$ cat config.mk
export PLATFORM = sky130hd
export DESIGN_NAME = mc_port_arbiter
export DESIGN_NICKNAME = d
export VERILOG_FILES = /design/src/rtl/phold_pkg.sv /design/src/rtl/rr_arbiter.sv /design/src/rtl/mc_port_arbiter.sv
export SDC_FILE = /design/constraint.sdc
export NUM_CORES = 1
export LEC_CHECK = 0
export ABC_AREA = 1
export CAP_MARGIN = 30
export CORE_AREA = 2 2 578 580
export CTS_CLUSTER_SIZE = 25
export DETAILED_ROUTE_END_ITERATION = 8
export DIE_AREA = 0 0 580 582
export SYNTH_ARGS = -nofsm -noshare
export SYNTH_HDL_FRONTEND = slang
export SYNTH_HIERARCHICAL = 1
export SYNTH_SLANG_ARGS = --single-unit
$ cat constraint.sdc
create_clock -name clk -period 10.3 [get_ports clk]
set_input_delay 1.545 -clock clk [delete_from_list [all_inputs] [get_ports clk]]
set_output_delay 1.545 -clock clk [all_outputs]
set_load 0.01 [all_outputs]
$ cat src/rtl/phold_pkg.sv
// -----------------------------------------------------------------------------
// phold_pkg
// Shared definitions for the PHOLD memory-controller path:
//   - MC command encodings
//   - MC return-control width
//   - per-core request struct
//   - helpers that pack/unpack {tag, core_id} into the MC return-control word
// -----------------------------------------------------------------------------
package phold_pkg;

   localparam int MC_RTNCTL_WIDTH = 32;

   localparam logic [2:0] MC_CMD_RD = 3'd1;
   localparam logic [2:0] MC_CMD_WR = 3'd2;

   // The tag field is kept at full return-control width so the pack helper can
   // take it directly; callers zero-extend their TAG_W-wide tag into it.
   typedef struct packed {
      logic [2:0]                 cmd;
      logic [3:0]                 scmd;
      logic [47:0]                vadr;
      logic [1:0]                 size;
      logic [63:0]                data;
      logic [MC_RTNCTL_WIDTH-1:0] tag;
   } mc_req_t;

   // rtnctl = {zeros, tag, core_id}; core_id occupies the low core_id_w bits.
   function automatic logic [MC_RTNCTL_WIDTH-1:0] rtnctl_pack(
      input logic [MC_RTNCTL_WIDTH-1:0] tag,
      input logic [MC_RTNCTL_WIDTH-1:0] core_id,
      input int                         core_id_w
   );
      return (tag << core_id_w) | core_id;
   endfunction

   function automatic logic [MC_RTNCTL_WIDTH-1:0] rtnctl_core(
      input logic [MC_RTNCTL_WIDTH-1:0] rtnctl,
      input int                         core_id_w
   );
      return rtnctl & ((MC_RTNCTL_WIDTH'(1) << core_id_w) - MC_RTNCTL_WIDTH'(1));
   endfunction

   function automatic logic [MC_RTNCTL_WIDTH-1:0] rtnctl_tag(
      input logic [MC_RTNCTL_WIDTH-1:0] rtnctl,
      input int                         core_id_w
   );
      return rtnctl >> core_id_w;
   endfunction

endpackage

$ cat src/rtl/rr_arbiter.sv
// -----------------------------------------------------------------------------
// rr_arbiter
// Round-robin arbiter. Search starts at rr_ptr + 1; rr_ptr takes the granted
// index whenever a grant is actually issued (advance high and a request seen).
// Ports:
//   clk, rst_n  : clock, synchronous active-low reset
//   req   [N]   : request vector
//   advance     : downstream can accept; grants are suppressed when low
//   gnt   [N]   : one-hot grant (zero when advance is low)
//   idx   [IDX_W]: index of the selected request
// -----------------------------------------------------------------------------
module rr_arbiter #(
   parameter int N     = 8,
   parameter int IDX_W = 3
) (
   input  logic             clk,
   input  logic             rst_n,
   input  logic [N-1:0]     req,
   input  logic             advance,
   output logic [N-1:0]     gnt,
   output logic [IDX_W-1:0] idx
);

   logic [IDX_W-1:0] rr_ptr_reg;
   logic [IDX_W-1:0] rr_ptr_next;
   logic [IDX_W-1:0] cand;
   logic [N-1:0]     pick;
   logic             found;

   // Walk N candidates starting just after the last winner; first hit wins.
   always_comb begin
      pick  = '0;
      idx   = '0;
      found = 1'b0;
      cand  = '0;
      for (int k = 1; k <= N; k++) begin
         cand = IDX_W'((int'(rr_ptr_reg) + k) % N);
         if (!found && req[cand]) begin
            found     = 1'b1;
            idx       = cand;
            pick[cand] = 1'b1;
         end
      end
   end

   assign gnt         = advance ? pick : '0;
   assign rr_ptr_next = (advance && found) ? idx : rr_ptr_reg;

   // Reset to N-1 so index 0 has first priority.
   always_ff @(posedge clk) begin
      if (!rst_n) begin
         rr_ptr_reg <= IDX_W'(N - 1);
      end else begin
         rr_ptr_reg <= rr_ptr_next;
      end
   end

endmodule

$ cat src/rtl/mc_port_arbiter.sv
// -----------------------------------------------------------------------------
// mc_port_arbiter
// Shares one memory-controller port among NUM_CORES PHOLD cores.
//   - Round-robin grant of eligible core requests into a registered MC request
//     stage; the core ID travels in mc_rq_rtnctl[CORE_ID_W-1:0].
//   - Registered MC response stage routed back to the core named in rtnctl.
//   - Per-core outstanding-request counters gate eligibility.
//   - q_conf_cnt counts cycles with two or more eligible cores.
// Ports:
//   clk, rst_n              : clock, synchronous active-low reset
//   core_rq_*  (in, packed) : per-core requests; core_rq_gnt (out) one-hot accept
//   core_rs_*  (out)        : response; vld one-hot, fields broadcast
//   core_rs_stall (in)      : per-core response backpressure
//   mc_rq_* (out), mc_rq_stall (in)   : MC request port
//   mc_rs_* (in),  mc_rs_stall (out)  : MC response port
//   q_conf_cnt (out)        : 64-bit arbitration-conflict counter
// -----------------------------------------------------------------------------
module mc_port_arbiter
   import phold_pkg::*;
#(
   parameter int NUM_CORES       = 8,
   parameter int CORE_ID_W       = 3,
   parameter int MC_RTNCTL_WIDTH = 32,
   parameter int TAG_W           = 8,
   parameter int MAX_OUTST       = 4
) (
   input  logic                         clk,
   input  logic                         rst_n,
   input  logic [NUM_CORES-1:0]         core_rq_vld,
   input  logic [3*NUM_CORES-1:0]       core_rq_cmd,
   input  logic [4*NUM_CORES-1:0]       core_rq_scmd,
   input  logic [48*NUM_CORES-1:0]      core_rq_vadr,
   input  logic [2*NUM_CORES-1:0]       core_rq_size,
   input  logic [64*NUM_CORES-1:0]      core_rq_data,
   input  logic [TAG_W*NUM_CORES-1:0]   core_rq_tag,
   output logic [NUM_CORES-1:0]         core_rq_gnt,
   output logic [NUM_CORES-1:0]         core_rs_vld,
   output logic [2:0]                   core_rs_cmd,
   output logic [3:0]                   core_rs_scmd,
   output logic [TAG_W-1:0]             core_rs_tag,
   output logic [63:0]                  core_rs_data,
   input  logic [NUM_CORES-1:0]         core_rs_stall,
   output logic                         mc_rq_vld,
   output logic [2:0]                   mc_rq_cmd,
   output logic [3:0]                   mc_rq_scmd,
   output logic [47:0]                  mc_rq_vadr,
   output logic [1:0]                   mc_rq_size,
   output logic [MC_RTNCTL_WIDTH-1:0]   mc_rq_rtnctl,
   output logic [63:0]                  mc_rq_data,
   output logic                         mc_rq_flush,
   input  logic                         mc_rq_stall,
   input  logic                         mc_rs_vld,
   input  logic [2:0]                   mc_rs_cmd,
   input  logic [3:0]                   mc_rs_scmd,
   input  logic [MC_RTNCTL_WIDTH-1:0]   mc_rs_rtnctl,
   input  logic [63:0]                  mc_rs_data,
   output logic                         mc_rs_stall,
   output logic [63:0]                  q_conf_cnt
);

   localparam int OUTST_W = $clog2(MAX_OUTST + 1);
   localparam int PKG_RW  = phold_pkg::MC_RTNCTL_WIDTH;

   logic [NUM_CORES-1:0]       eligible;
   logic [NUM_CORES-1:0]       gnt;
   logic [CORE_ID_W-1:0]       gnt_idx;
   logic                       can_load;
   mc_req_t                    sel_rq;

   logic                       rq_full_reg;
   mc_req_t                    rq_reg;
   logic [CORE_ID_W-1:0]       rq_id_reg;

   logic                       rs_full_reg;
   logic [2:0]                 rs_cmd_reg;
   logic [3:0]                 rs_scmd_reg;
   logic [MC_RTNCTL_WIDTH-1:0] rs_rtnctl_reg;
   logic [63:0]                rs_data_reg;
   logic [CORE_ID_W-1:0]       rs_dst;
   logic                       rs_deliver;

   logic [63:0]                q_conf_cnt_reg;

   // ---------------- arbitration ----------------
   // Gating with rst_n keeps the combinational grant quiet while in reset.
   assign can_load = rst_n && (!rq_full_reg || !mc_rq_stall);

   rr_arbiter #(
      .N     (NUM_CORES),
      .IDX_W (CORE_ID_W)
   ) u_rr_arbiter (
      .clk     (clk),
      .rst_n   (rst_n),
      .req     (eligible),
      .advance (can_load),
      .gnt     (gnt),
      .idx     (gnt_idx)
   );

   assign core_rq_gnt = gnt;

   always_comb begin
      sel_rq      = '0;
      sel_rq.cmd  = core_rq_cmd [int'(gnt_idx)*3  +: 3];
      sel_rq.scmd = core_rq_scmd[int'(gnt_idx)*4  +: 4];
      sel_rq.vadr = core_rq_vadr[int'(gnt_idx)*48 +: 48];
      sel_rq.size = core_rq_size[int'(gnt_idx)*2  +: 2];
      sel_rq.data = core_rq_data[int'(gnt_idx)*64 +: 64];
      sel_rq.tag  = PKG_RW'(core_rq_tag[int'(gnt_idx)*TAG_W +: TAG_W]);
   end

   // ---------------- request stage ----------------
   // Payload is only rewritten on a grant, so it holds through stall.
   always_ff @(posedge clk) begin
      if (!rst_n) begin
         rq_full_reg <= 1'b0;
         rq_reg      <= '0;
         rq_id_reg   <= '0;
      end else if (can_load) begin
         rq_full_reg <= |gnt;
         if (|gnt) begin
            rq_reg    <= sel_rq;
            rq_id_reg <= gnt_idx;
         end
      end
   end

   assign mc_rq_vld    = rq_full_reg;
   assign mc_rq_cmd    = rq_reg.cmd;
   assign mc_rq_scmd   = rq_reg.scmd;
   assign mc_rq_vadr   = rq_reg.vadr;
   assign mc_rq_size   = rq_reg.size;
   assign mc_rq_data   = rq_reg.data;
   assign mc_rq_rtnctl = MC_RTNCTL_WIDTH'(rtnctl_pack(rq_reg.tag, PKG_RW'(rq_id_reg), CORE_ID_W));
   assign mc_rq_flush  = 1'b0;

   // ---------------- response stage ----------------
   assign rs_dst      = CORE_ID_W'(rtnctl_core(PKG_RW'(rs_rtnctl_reg), CORE_ID_W));
   assign rs_deliver  = rs_full_reg && !core_rs_stall[rs_dst];
   assign mc_rs_stall = rs_full_reg && core_rs_stall[rs_dst];

   always_ff @(posedge clk) begin
      if (!rst_n) begin
         rs_full_reg   <= 1'b0;
         rs_cmd_reg    <= '0;
         rs_scmd_reg   <= '0;
         rs_rtnctl_reg <= '0;
         rs_data_reg   <= '0;
      end else if (!mc_rs_stall) begin
         rs_full_reg <= mc_rs_vld;
         if (mc_rs_vld) begin
            rs_cmd_reg    <= mc_rs_cmd;
            rs_scmd_reg   <= mc_rs_scmd;
            rs_rtnctl_reg <= mc_rs_rtnctl;
            rs_data_reg   <= mc_rs_data;
         end
      end
   end

   assign core_rs_cmd  = rs_cmd_reg;
   assign core_rs_scmd = rs_scmd_reg;
   assign core_rs_data = rs_data_reg;
   assign core_rs_tag  = TAG_W'(rtnctl_tag(PKG_RW'(rs_rtnctl_reg), CORE_ID_W));

   // ---------------- per-core outstanding tracking ----------------
   for (genvar gi = 0; gi < NUM_CORES; gi++) begin : g_core
      logic [OUTST_W-1:0] outst_reg;
      logic               inc;
      logic               dec;

      assign inc = gnt[gi];
      assign dec = rs_deliver && (rs_dst == CORE_ID_W'(gi));

      assign eligible[gi]    = core_rq_vld[gi] && (outst_reg < OUTST_W'(MAX_OUTST));
      assign core_rs_vld[gi] = rs_full_reg && (rs_dst == CORE_ID_W'(gi));

      // Grant and delivery in the same cycle cancel out.
      always_ff @(posedge clk) begin
         if (!rst_n) begin
            outst_reg <= '0;
         end else if (inc && !dec) begin
            outst_reg <= outst_reg + OUTST_W'(1);
         end else if (dec && !inc) begin
            outst_reg <= outst_reg - OUTST_W'(1);
         end
      end
   end

   // ---------------- conflict counter ----------------
   always_ff @(posedge clk) begin
      if (!rst_n) begin
         q_conf_cnt_reg <= '0;
      end else if ($countones(eligible) > 1) begin
         q_conf_cnt_reg <= q_conf_cnt_reg + 64'd1;
      end
   end

   assign q_conf_cnt = q_conf_cnt_reg;

endmodule

==> flow_metrics.env <==
export IMPL_worst_margin_slew_ns=1.22
export IMPL_timing_slew_headroom=0.164
export IMPL_htree_levels=2
export IMPL_holdPathStages=2
export IMPL_floorplan_die_width_um=580
export IMPL_die_h_um=582
export IMPL_synth_seq_area_share=0.246
export IMPL_timing_critical_path_to_type="output port"
export IMPL_layout_nets=6404
export IMPL_cp_data_required_time_ns=8.76
export IMPL_wl_per_cell_um=22.7
export IMPL_io_pins=1470
export IMPL_synth_lib_cells_used_distinct=46
export IMPL_synth_mux_area_frac=0.0875
export IMPL_via_per_inst=3.34
export IMPL_total_vias_in_the_final_route=32430
export IMPL_gp_congestion=0.919
export IMPL_synth_cell_area_um2=24900
export IMPL_rsz0062_at_grt="false"
export IMPL_timing_hold_worst_endpoint="g_core[5].outst_reg[2]$_SDFFE_PN0P_"
export IMPL_worstSetupStartpoint="u_rr_arbiter/rr_ptr_reg[1]$_SDFFE_PN1P_"
export IMPL_fp_row_count=212
export IMPL_dieArea_um2=338000
export IMPL_holdBufCountCts=0
export IMPL_finalHoldViolCount=0
export IMPL_port_buffers=1426
export IMPL_critical_path_slowest_cell="sky130_fd_sc_hd__clkdlybuf4s50_1"
export IMPL_timing_max_cap_violations=0
export IMPL_postCtsResizedCells=0
export IMPL_cts_num_sinks=307
export IMPL_clockRootBuffer="sky130_fd_sc_hd__clkbuf_16"
export IMPL_clk_insertion_delay_late_ns=0.70
export IMPL_cts_tree="built"
export IMPL_timing_worst_setup_path_type="register to output port"
export IMPL_hold_path_class="register to register"
export IMPL_core_um2=332000
export IMPL_synth_yosys_warnings=6
export IMPL_holdWs_ns=0.468
export IMPL_grt_use_total=0.125
export IMPL_synth_top_family_by_area="simple AND/OR/NAND/NOR gates"
export IMPL_postSynthRegisterBits=307
export IMPL_run_status="complete, no violations"
export IMPL_place_detailed_hpwl_mm=189
export IMPL_ctsLongestPathBuffers=3
export IMPL_dr_first_iter_drc_count=2344
export IMPL_cp_top_family="simple AND/OR/NAND/NOR gates"
export IMPL_cts_post_setup_buffers_inserted=0
export IMPL_drive_above_1_share=0.0455
export IMPL_grt_start_max_net_pins=133
export IMPL_syn_area_per_cell_um2=6.29
export IMPL_detailedRoute_firstPassIterationCount=6
export IMPL_timing_setup_tns_ns=0
export IMPL_filler_cell_count=38404
export IMPL_grt_overflow_total=0
export IMPL_synth_adder_area_share=0.0187
export IMPL_syn_inst=3962
export IMPL_initial_core_util=0.0751
export IMPL_min_delay_src="g_core[5].outst_reg[2]$_SDFFE_PN0P_"
export IMPL_r2r_worst_path_cells=18
export IMPL_layout_common_cells="sky130_fd_sc_hd__clkdlybuf4s50_1 (1422), sky130_fd_sc_hd__nand2_1 (573), sky130_fd_sc_hd__inv_1 (566)"
export IMPL_synthSimpleGateAreaFrac=0.241
export IMPL_critical_path_most_common_cell="sky130_fd_sc_hd__nor2_1"
export IMPL_synth_compound_gate_area_share=0.239
export IMPL_worst_path_buf_inv=3
export IMPL_r2r_setup_slack_ns=4.04
export IMPL_worst_flop_to_flop_path_startpoint="u_rr_arbiter/rr_ptr_reg[1]$_SDFFE_PN1P_"
export IMPL_timing_critical_path_fanout_max=16
export IMPL_detail_route_drc_violations=0
export IMPL_grt_pass1_vias=30495
export IMPL_worst_setup_path_start_kind="register"
export IMPL_clock_fmax_mhz=139
export IMPL_antenna_violations_before_repair=155
export IMPL_drt_total_wl_mm=221
export IMPL_grt_pass1_wl_mm=283
export IMPL_cts_buffers_inserted=45
export IMPL_cts_reportedPaths_clkPinSlew_ns=0.06
export IMPL_maximum_single_stage_delay_on_the_critical_path_ns=0.92
export IMPL_final_common_cell="sky130_fd_sc_hd__clkdlybuf4s50_1"
export IMPL_drt_antenna_violating_nets=0
export IMPL_post_synth_xor_area_fraction=0.00527
export IMPL_final_min_clock_period_ns=7.22
export IMPL_clock_skew_final_ns=0.0429
export IMPL_cp_arrival_ns=5.67
export IMPL_worstReg2RegEnd="mc_rq_vadr[27]$_SDFFE_PN0P_"
export IMPL_timing_max_transition_violations_final=0
export IMPL_area_delta_synth_final_pct=83.2
export IMPL_report_final_setup_viol=0
export IMPL_worstPathCellList="inv_2, ha_1, inv_1, nand3_1, nand3_2, nand2_4, nor2_4, nand4_4, nor2_8, nand3_2, nor2_1, nor2_1, nor2_1, clkdlybuf4s50_1"
export IMPL_min_period_over_period=0.701
[per-layer routing]
metal / global-route usage / share of wire / vias up
met2: 0.204 / 0.45 / 1624
met4: 0.0548 / 0.048 / 46
met5: 0 / 0.0014 / -
li1: - / - / 15642
met1: 0.145 / 0.40 / 14776
met3: 0.0474 / 0.099 / 342
[final cells by class]
type | count | area, µm² | share of cell area
repair buffers | 1508 | 15000 | 0.329
multi-input cells | 2777 | 14900 | 0.327
flip-flops and latches | 307 | 6150 | 0.135
well taps | 4387 | 5490 | 0.120
inverters | 580 | 2210 | 0.0484
clock buffers | 57 | 1230 | 0.0270
clock inverters | 24 | 462 | 0.0101
diodes | 68 | 170 | 0.00372
[how the worst max path moves through the flow]
stage	endpoint	cells past startpoint
after floorplan	q_conf_cnt[48]$_SDFFE_PN0N_	16
after detailed placement	core_rq_gnt[7]	15
after CTS	core_rq_gnt[7]	14
final	core_rq_gnt[7]	14
after global placement	mc_rq_vadr[3]$_SDFFE_PN0P_	17
after global routing	core_rq_gnt[7]	14
[tightest hold or removal path, stage by stage, from the launching register on]
cell                      delay [ns]
sky130_fd_sc_hd__dfxtp_1        0.30
sky130_fd_sc_hd__inv_1          0.07
sky130_fd_sc_hd__a21oi_1        0.06
[logic make-up (layout without fill, tap and decap cells)]
logic type	count (synthesis)	in the layout
AND/OR/NAND/NOR	1381	1381
AO/OA/AOI/OAI	1111	1111
buffers and inverters	899	2169
flip-flops	307	307
multiplexers	218	218
adder cells (fa/ha/maj)	30	30
XOR/XNOR	15	15
other	1	90
[synthesized netlist by cell type, drive strengths merged]
library cell	number	share of area
a21oi	436	0.088
a31oi	5	0.0019
and2	2	0.00050
and3	1	0.00025
buf	166	0.051
clkbuf	153	0.023
conb	1	0.00015
dfxtp	307	0.25
fa	12	0.0096
ha	18	0.0090
inv	580	0.088
mux2i	218	0.088
nand2	588	0.091
nand3	393	0.082
nand4	13	0.0039
nor2	334	0.053
nor3	46	0.0092
nor3b	3	0.00090
o211ai	140	0.042
o21a	4	0.0013
o21ai	524	0.11
o21bai	2	0.00060
or2	1	0.00025
xnor2	2	0.00070
xor2	13	0.0046
[stage by stage]
stage / cells / setup slack (ns) / util / instance area (µm²)
floorplan: 3983 / 5.46 / - / 25000
global placement: 9547 / 3.06 / 0.132 / 43700
detailed placement: 9558 / 3.46 / 0.132 / 43800
CTS: 9639 / 3.00 / 0.137 / 45500
global route: 9670 / 2.80 / 0.137 / 45600
finish: 9708 / 3.08 / 0.138 / 45700
Power is left out: the tool's default activity adds up to more than one toggle a clock period on the data nets, which glitch-free logic cannot reach.
